`config.mk`:
```
export PLATFORM = sky130hd
export DESIGN_NAME = auto_threshold_ctrl
export DESIGN_NICKNAME = d
export VERILOG_FILES = /design/src/rtl/auto_threshold_ctrl.sv
export SDC_FILE = /design/constraint.sdc
export NUM_CORES = 1
export LEC_CHECK = 0
export BUFFER_PORTS_ARGS = -buffer_cell sky130_fd_sc_hd__buf_4
export CAP_MARGIN = 40
export CORE_AREA = 5 5 98 100
export DETAILED_ROUTE_END_ITERATION = 8
export DIE_AREA = 0 0 103 105
export PLACE_DENSITY = 0.6
export SLEW_MARGIN = 40
export SYNTH_ARGS = -nofsm -noshare
export SYNTH_HDL_FRONTEND = slang
export SYNTH_SLANG_ARGS = --single-unit
```
`constraint.sdc`:
```
create_clock -name clk -period 3.45 [get_ports clk]
set_clock_uncertainty 0.05 [all_clocks]
set_input_delay 0.1725 -clock clk [delete_from_list [all_inputs] [get_ports clk]]
set_output_delay 0.1725 -clock clk [all_outputs]
set_load 0.005 [all_outputs]
```
`src/rtl/auto_threshold_ctrl.sv`:
```
// auto_threshold_ctrl: per-frame binarisation threshold controller.
// It tracks the min/max intensity of each frame and, at end of frame, loads
// threshold = midpoint(min, max) for use on the next frame.
// Optional build macro THRESH_SMOOTH_EN: the new threshold becomes
// (threshold + midpoint) >> 1, an IIR blend with the previous value.
module auto_threshold_ctrl #(
    parameter int unsigned     WIDTH          = 8,
    parameter int unsigned     FRAME_W        = 640,
    parameter int unsigned     FRAME_H        = 480,
    parameter logic [WIDTH-1:0] INIT_THRESHOLD = WIDTH'(128)
) (
    input  logic             clk,
    input  logic             reset_n,
    input  logic             start,
    input  logic             in_valid,
    output logic             in_ready,
    input  logic [WIDTH-1:0] in_i,
    output logic             busy,
    output logic [WIDTH-1:0] threshold,
    output logic             thr_valid,
    output logic [WIDTH-1:0] stat_min,
    output logic [WIDTH-1:0] stat_max
);

    localparam int unsigned PIXELS = FRAME_W * FRAME_H;
    localparam int unsigned CNT_W  = (PIXELS > 1) ? $clog2(PIXELS) : 1;
    localparam logic [CNT_W-1:0] LAST_CNT = CNT_W'(PIXELS - 1);

    typedef enum logic [1:0] {
        IDLE   = 2'd0,
        ACCUM  = 2'd1,
        UPDATE = 2'd2
    } state_t;

    state_t           state;
    state_t           state_next;
    logic [CNT_W-1:0] count;
    logic [WIDTH-1:0] run_min;
    logic [WIDTH-1:0] run_max;
    logic             beat;
    logic             last_beat;
    logic [WIDTH:0]   mid_sum;
    logic [WIDTH-1:0] mid;
    logic [WIDTH-1:0] thr_new;

    // State register
    always_ff @(posedge clk or negedge reset_n) begin
        if (!reset_n) begin
            state <= IDLE;
        end else begin
            state <= state_next;
        end
    end

    // Next-state logic; start is only honoured in IDLE
    always_comb begin
        state_next = state;
        case (state)
            IDLE:    if (start) state_next = ACCUM;
            ACCUM:   if (last_beat) state_next = UPDATE;
            UPDATE:  state_next = IDLE;
            default: state_next = IDLE;
        endcase
    end

    // FSM-decoded handshake and status outputs
    always_comb begin
        in_ready  = 1'b0;
        busy      = 1'b0;
        beat      = 1'b0;
        last_beat = 1'b0;
        if (state == ACCUM) begin
            in_ready = 1'b1;
        end
        if (state != IDLE) begin
            busy = 1'b1;
        end
        beat      = in_valid && in_ready;
        last_beat = beat && (count == LAST_CNT);
    end

    // Running frame statistics and beat counter
    always_ff @(posedge clk or negedge reset_n) begin
        if (!reset_n) begin
            count   <= '0;
            run_min <= '1;
            run_max <= '0;
        end else if (state == IDLE && start) begin
            count   <= '0;
            run_min <= '1;
            run_max <= '0;
        end else if (beat) begin
            count   <= last_beat ? '0 : count + CNT_W'(1);
            if (in_i < run_min) run_min <= in_i;
            if (in_i > run_max) run_max <= in_i;
        end
    end

    // Midpoint of the frame range, summed one bit wider so it cannot overflow
    always_comb begin
        mid_sum = {1'b0, run_min} + {1'b0, run_max};
        mid     = WIDTH'(mid_sum >> 1);
    end

`ifdef THRESH_SMOOTH_EN
    logic [WIDTH:0] blend_sum;

    // Blend the midpoint with the current threshold
    always_comb begin
        blend_sum = {1'b0, threshold} + {1'b0, mid};
        thr_new   = WIDTH'(blend_sum >> 1);
    end
`else
    // Midpoint is used directly
    always_comb begin
        thr_new = mid;
    end
`endif

    // Threshold, statistics and update pulse, loaded on the UPDATE edge only
    always_ff @(posedge clk or negedge reset_n) begin
        if (!reset_n) begin
            threshold <= INIT_THRESHOLD;
            thr_valid <= 1'b0;
            stat_min  <= '0;
            stat_max  <= '0;
        end else begin
            thr_valid <= (state == UPDATE);
            if (state == UPDATE) begin
                threshold <= thr_new;
                stat_min  <= run_min;
                stat_max  <= run_max;
            end
        end
    end

endmodule

```
==> metrics.md <==
| Metric | Value |
|---|---|
| Outcome | `completed` |
| Pin count of the biggest net entering global routing | `63` |
| Ys Warns | `0` |
| # diodes | `0` |
| Final Max Tran Viols | `0` |
| Post-Synthesis Cells | `between 300 and 400` |
| Placement Cell Area | `0.00379 mm^2` |
| Layout cells sized above 1 | `22.1%` |
| Worst path bufs/invs | `1` |
| 1st-pass router iterations | `5` |
| Crit path time final | `2300 ps` |
| Synth Area in XOR/XNOR | `between 3 and 4%` |
| DR iter-0 viols | `85` |
| Dominant cell by count in the synthesized netlist | `nand2_1` |
| Main synth FF type | `dfrtp_1` |
| Nets | `between 400 and 500` |
| Worst Path Required | `around 3700 ps` |
| CP max FO | `15` |
| Final hold vios | `0` |
| Max clock buf depth | `2` |
| Slew @ Worst Pin | `slightly above 700 ps` |
| Die height | `105 um` |
| Final setup viols | `0` |
| Largest family of logic cells by synthesized area | `simple AND/OR/NAND/NOR gates` |
| Power Dens Cells | `673 mW/mm^2` |
| Synth Net Count | `388` |
| Final period util | `66.7%` |
| Post-cts hold buffer count | `1` |
| Synth cell types | `between 50 and 60` |
| Post-route setup TNS | `0 ps` |
| Number of synthesized flops with an enable pin | `0` |
| PortBufs | `38` |
| GP Congestion | `just over 0.8` |
| I/O Pins | `39` |
| Max-slew headroom | `between 50% and 60%` |
| Leak pwr | `approximately 1.9 nW` |
| Yosys reg bits | `a little over 60` |
| Leading post-synthesis cells by cell area | `dfrtp_1, ha_1, dfstp_2, nand2_1, o21ai_0` |
| CTS Root Cell | `clkbuf_8` |
| Final std cells w/o fill | `between 500 and 600` |
| Synth top area share | `roughly 39%` |
| First-pass GRT wire length | `around 13000 um` |
| Most frequent cells after synthesis | `nand2_1, dfrtp_1, o21ai_0` |
| Post-route ant nets | `0` |
| Setup bufs post-CTS | `0` |
| Startpoint class of the critical path | `flop` |
| Max-cap viol count | `0` |
| Placed Cells incl. Taps | `490` |
| Fin util | `a little under half` |
| Vias | `2628` |
| Number of global-route vias before repair | `around 2700` |
| Final WL | `~8000 um` |
| CP delay by family, top | `compound AO/OA/AOI/OAI gates` |
| Die area | `~0.011 mm^2` |
| Worst path max stage delay | `550 ps` |
| Initial Utilization | `39.6%` |
| Area growth from synthesis to layout | `18.4%` |
| Fmax | `0.435 GHz` |
| Fin area | `a little over 0.004 mm^2` |
| Worst-path clk slew | `80 ps` |
| CP max-delay cell | `a21oi_2` |
| H-tree depth | `3` |
| Tot GR Track Use | `15.3%` |
| Detail Placement HPWL | `between 5000 and 6000 um` |
| Mux cell area share after synthesis | `under 10%` |
| Synth Area per Inst | `about 9.7 um^2` |
| DR vias/cell | `between 5 and 6` |
| Adder-cell share of the synthesized area | `about 9.0%` |
| Post_cts resized | `0` |
| CTS sink cnt | `between 60 and 70` |
| Clock insertion delay at the later pin of the skew report | `between 300 and 400 ps` |
| TritonCTS clock tree | `yes` |
| Mapped Area | `around 0.0034 mm^2` |
| Initial antenna violation count | `0` |
| CP cell instances | `inv_1 -> ha_1 -> nor4bb_1 -> o211ai_1 -> a21oi_2 -> mux2i_1 -> nand2_1` |
| # rows | `34` |
| Asr flop ratio synth | `100%` |
| Core area | `0.00859 mm^2` |
| CP Capture Type | `flop` |
| Post-synthesis compound-gate area fraction | `a little over an eighth` |
| Register area share after synthesis | `a little under half` |
| Grt ovf | `0` |
| # DRC | `0` |
| Arr. time, crit path | `approximately 2500 ps` |
| Mean routed wirelength per cell | `15.4 um` |
| Worst vdd ir | `301 uV` |
| Worst Hold Class | `primary input to flop` |
| CTS buffer count | `9` |
| RSZ-0062 raised after global routing | `false` |
| R2R setup slack | `roughly 1100 ps` |
| Cell taking the most area after synthesis | `dfrtp_1` |
| Die W | `between 100 and 150 um` |
| Kind of critical path | `flop to flop` |
| Synth Area in Simple Gates | `about a fifth` |
==> cells in the final DEF, fill, tap and decap left out, drive strengths merged, types with 2 or more instances in the layout <==
cell	Yosys	routed
mux2	7	7
ha	23	23
o21ai	29	29
and2	2	2
clkinvlp	0	2
a21boi	2	2
or3	2	2
xnor2	5	5
a21oi	19	19
clkinv	0	2
dfstp	9	9
inv	21	22
o31ai	5	5
o21a	4	4
nand2	63	63
nor4	2	2
xor2	9	9
o211ai	8	8
nand4	13	13
and4	2	2
clkbuf	6	9
nor3b	2	2
bufinv	0	2
nor2	26	26
nor2b	2	2
buf	4	40
dfrtp	53	53
nand3	7	7
or2	2	2
mux2i	3	3
nor3	10	10
==> final timing paths <==
kind                               from            to  depth (start not counted)
max                          run_min[7]    run_min[0]                          7
min                             in_i[0]    run_min[0]                          3
max reg2reg                  run_min[7]    run_min[0]                          7
min reg2reg                threshold[0]  threshold[0]                          2
max in group asynchronous       reset_n     count[17]                          2
min in group asynchronous       reset_n   stat_min[0]                          2
==> flip-flops by register name (all words and copies together), names as in the netlist <==
register   cells
count         19
run_max        8
run_min        8
stat_max       8
stat_min       8
state          2
thr_valid      1
threshold      8
==> power breakdown <==
group	leakage, nW	total, W	internal (W)	switching, W
logic	0.991	0.00101	0.000424	0.000585
clock network	0.106	0.000718	0.000409	0.000309
registers	0.810	0.000987	0.000882	0.000105
total	1.91	0.00271	0.00171	0.000999
==> worst register-to-register path, delay by kind of cell (launching register included) <==
kind                       cells  cell delay [ps]
AOI/OAI and AO/OA              2              740
DFF                            1              540
and+or+nand+nor                2              400
muxes                          1              260
adders and majority gates      1              180
buffers and inverters          1               60
==> per-layer routing <==
metal | track usage, % | part of all wire, % | vias to the layer above
li1 | - | - | 1320
met1 | 19.0 | 45 | 1242
met2 | 25.3 | 49 | 53
met3 | 4.60 | 4.7 | 13
met4 | 4.72 | 1.5 | 0
met5 | 0 | 0 | -
==> layout make-up <==
| class | count | area, um^2 |
|---|---|---|
| repair buffers | 41 | 314 |
| well taps | 108 | 135 |
| inverters | 21 | 78.8 |
| flip-flops and latches | 62 | 1560 |
| clock buffers | 9 | 124 |
| fillers | 817 | 4560 |
| multi-input cells | 259 | 1720 |
| clock inverters | 7 | 97.6 |
==> cell families after synthesis <==
kind of cell	count (synthesis)
and+or+nand+nor	137
DFF	62
xor gates and xnor gates	14
buffers and inverters	31
AOI/OAI and AO/OA	74
adders and majority gates	24
muxes	10
==> through the flow <==
| stage | total power, W | hold slack (ps) | worst slack, ps |
|---|---|---|---|
| 2_1_floorplan | 0.00174 | -173 | 1490 |
| 3_3_place_gp | 0.00197 | 263 | 1210 |
| 3_5_place_dp | 0.00200 | 267 | 1190 |
| 4_1_cts | 0.00273 | 10.8 | 1160 |
| 5_1_grt | 0.00292 | 37.6 | 991 |
| 6_report | 0.00271 | 21.6 | 1150 |
(Power assumes the default switching activity.)
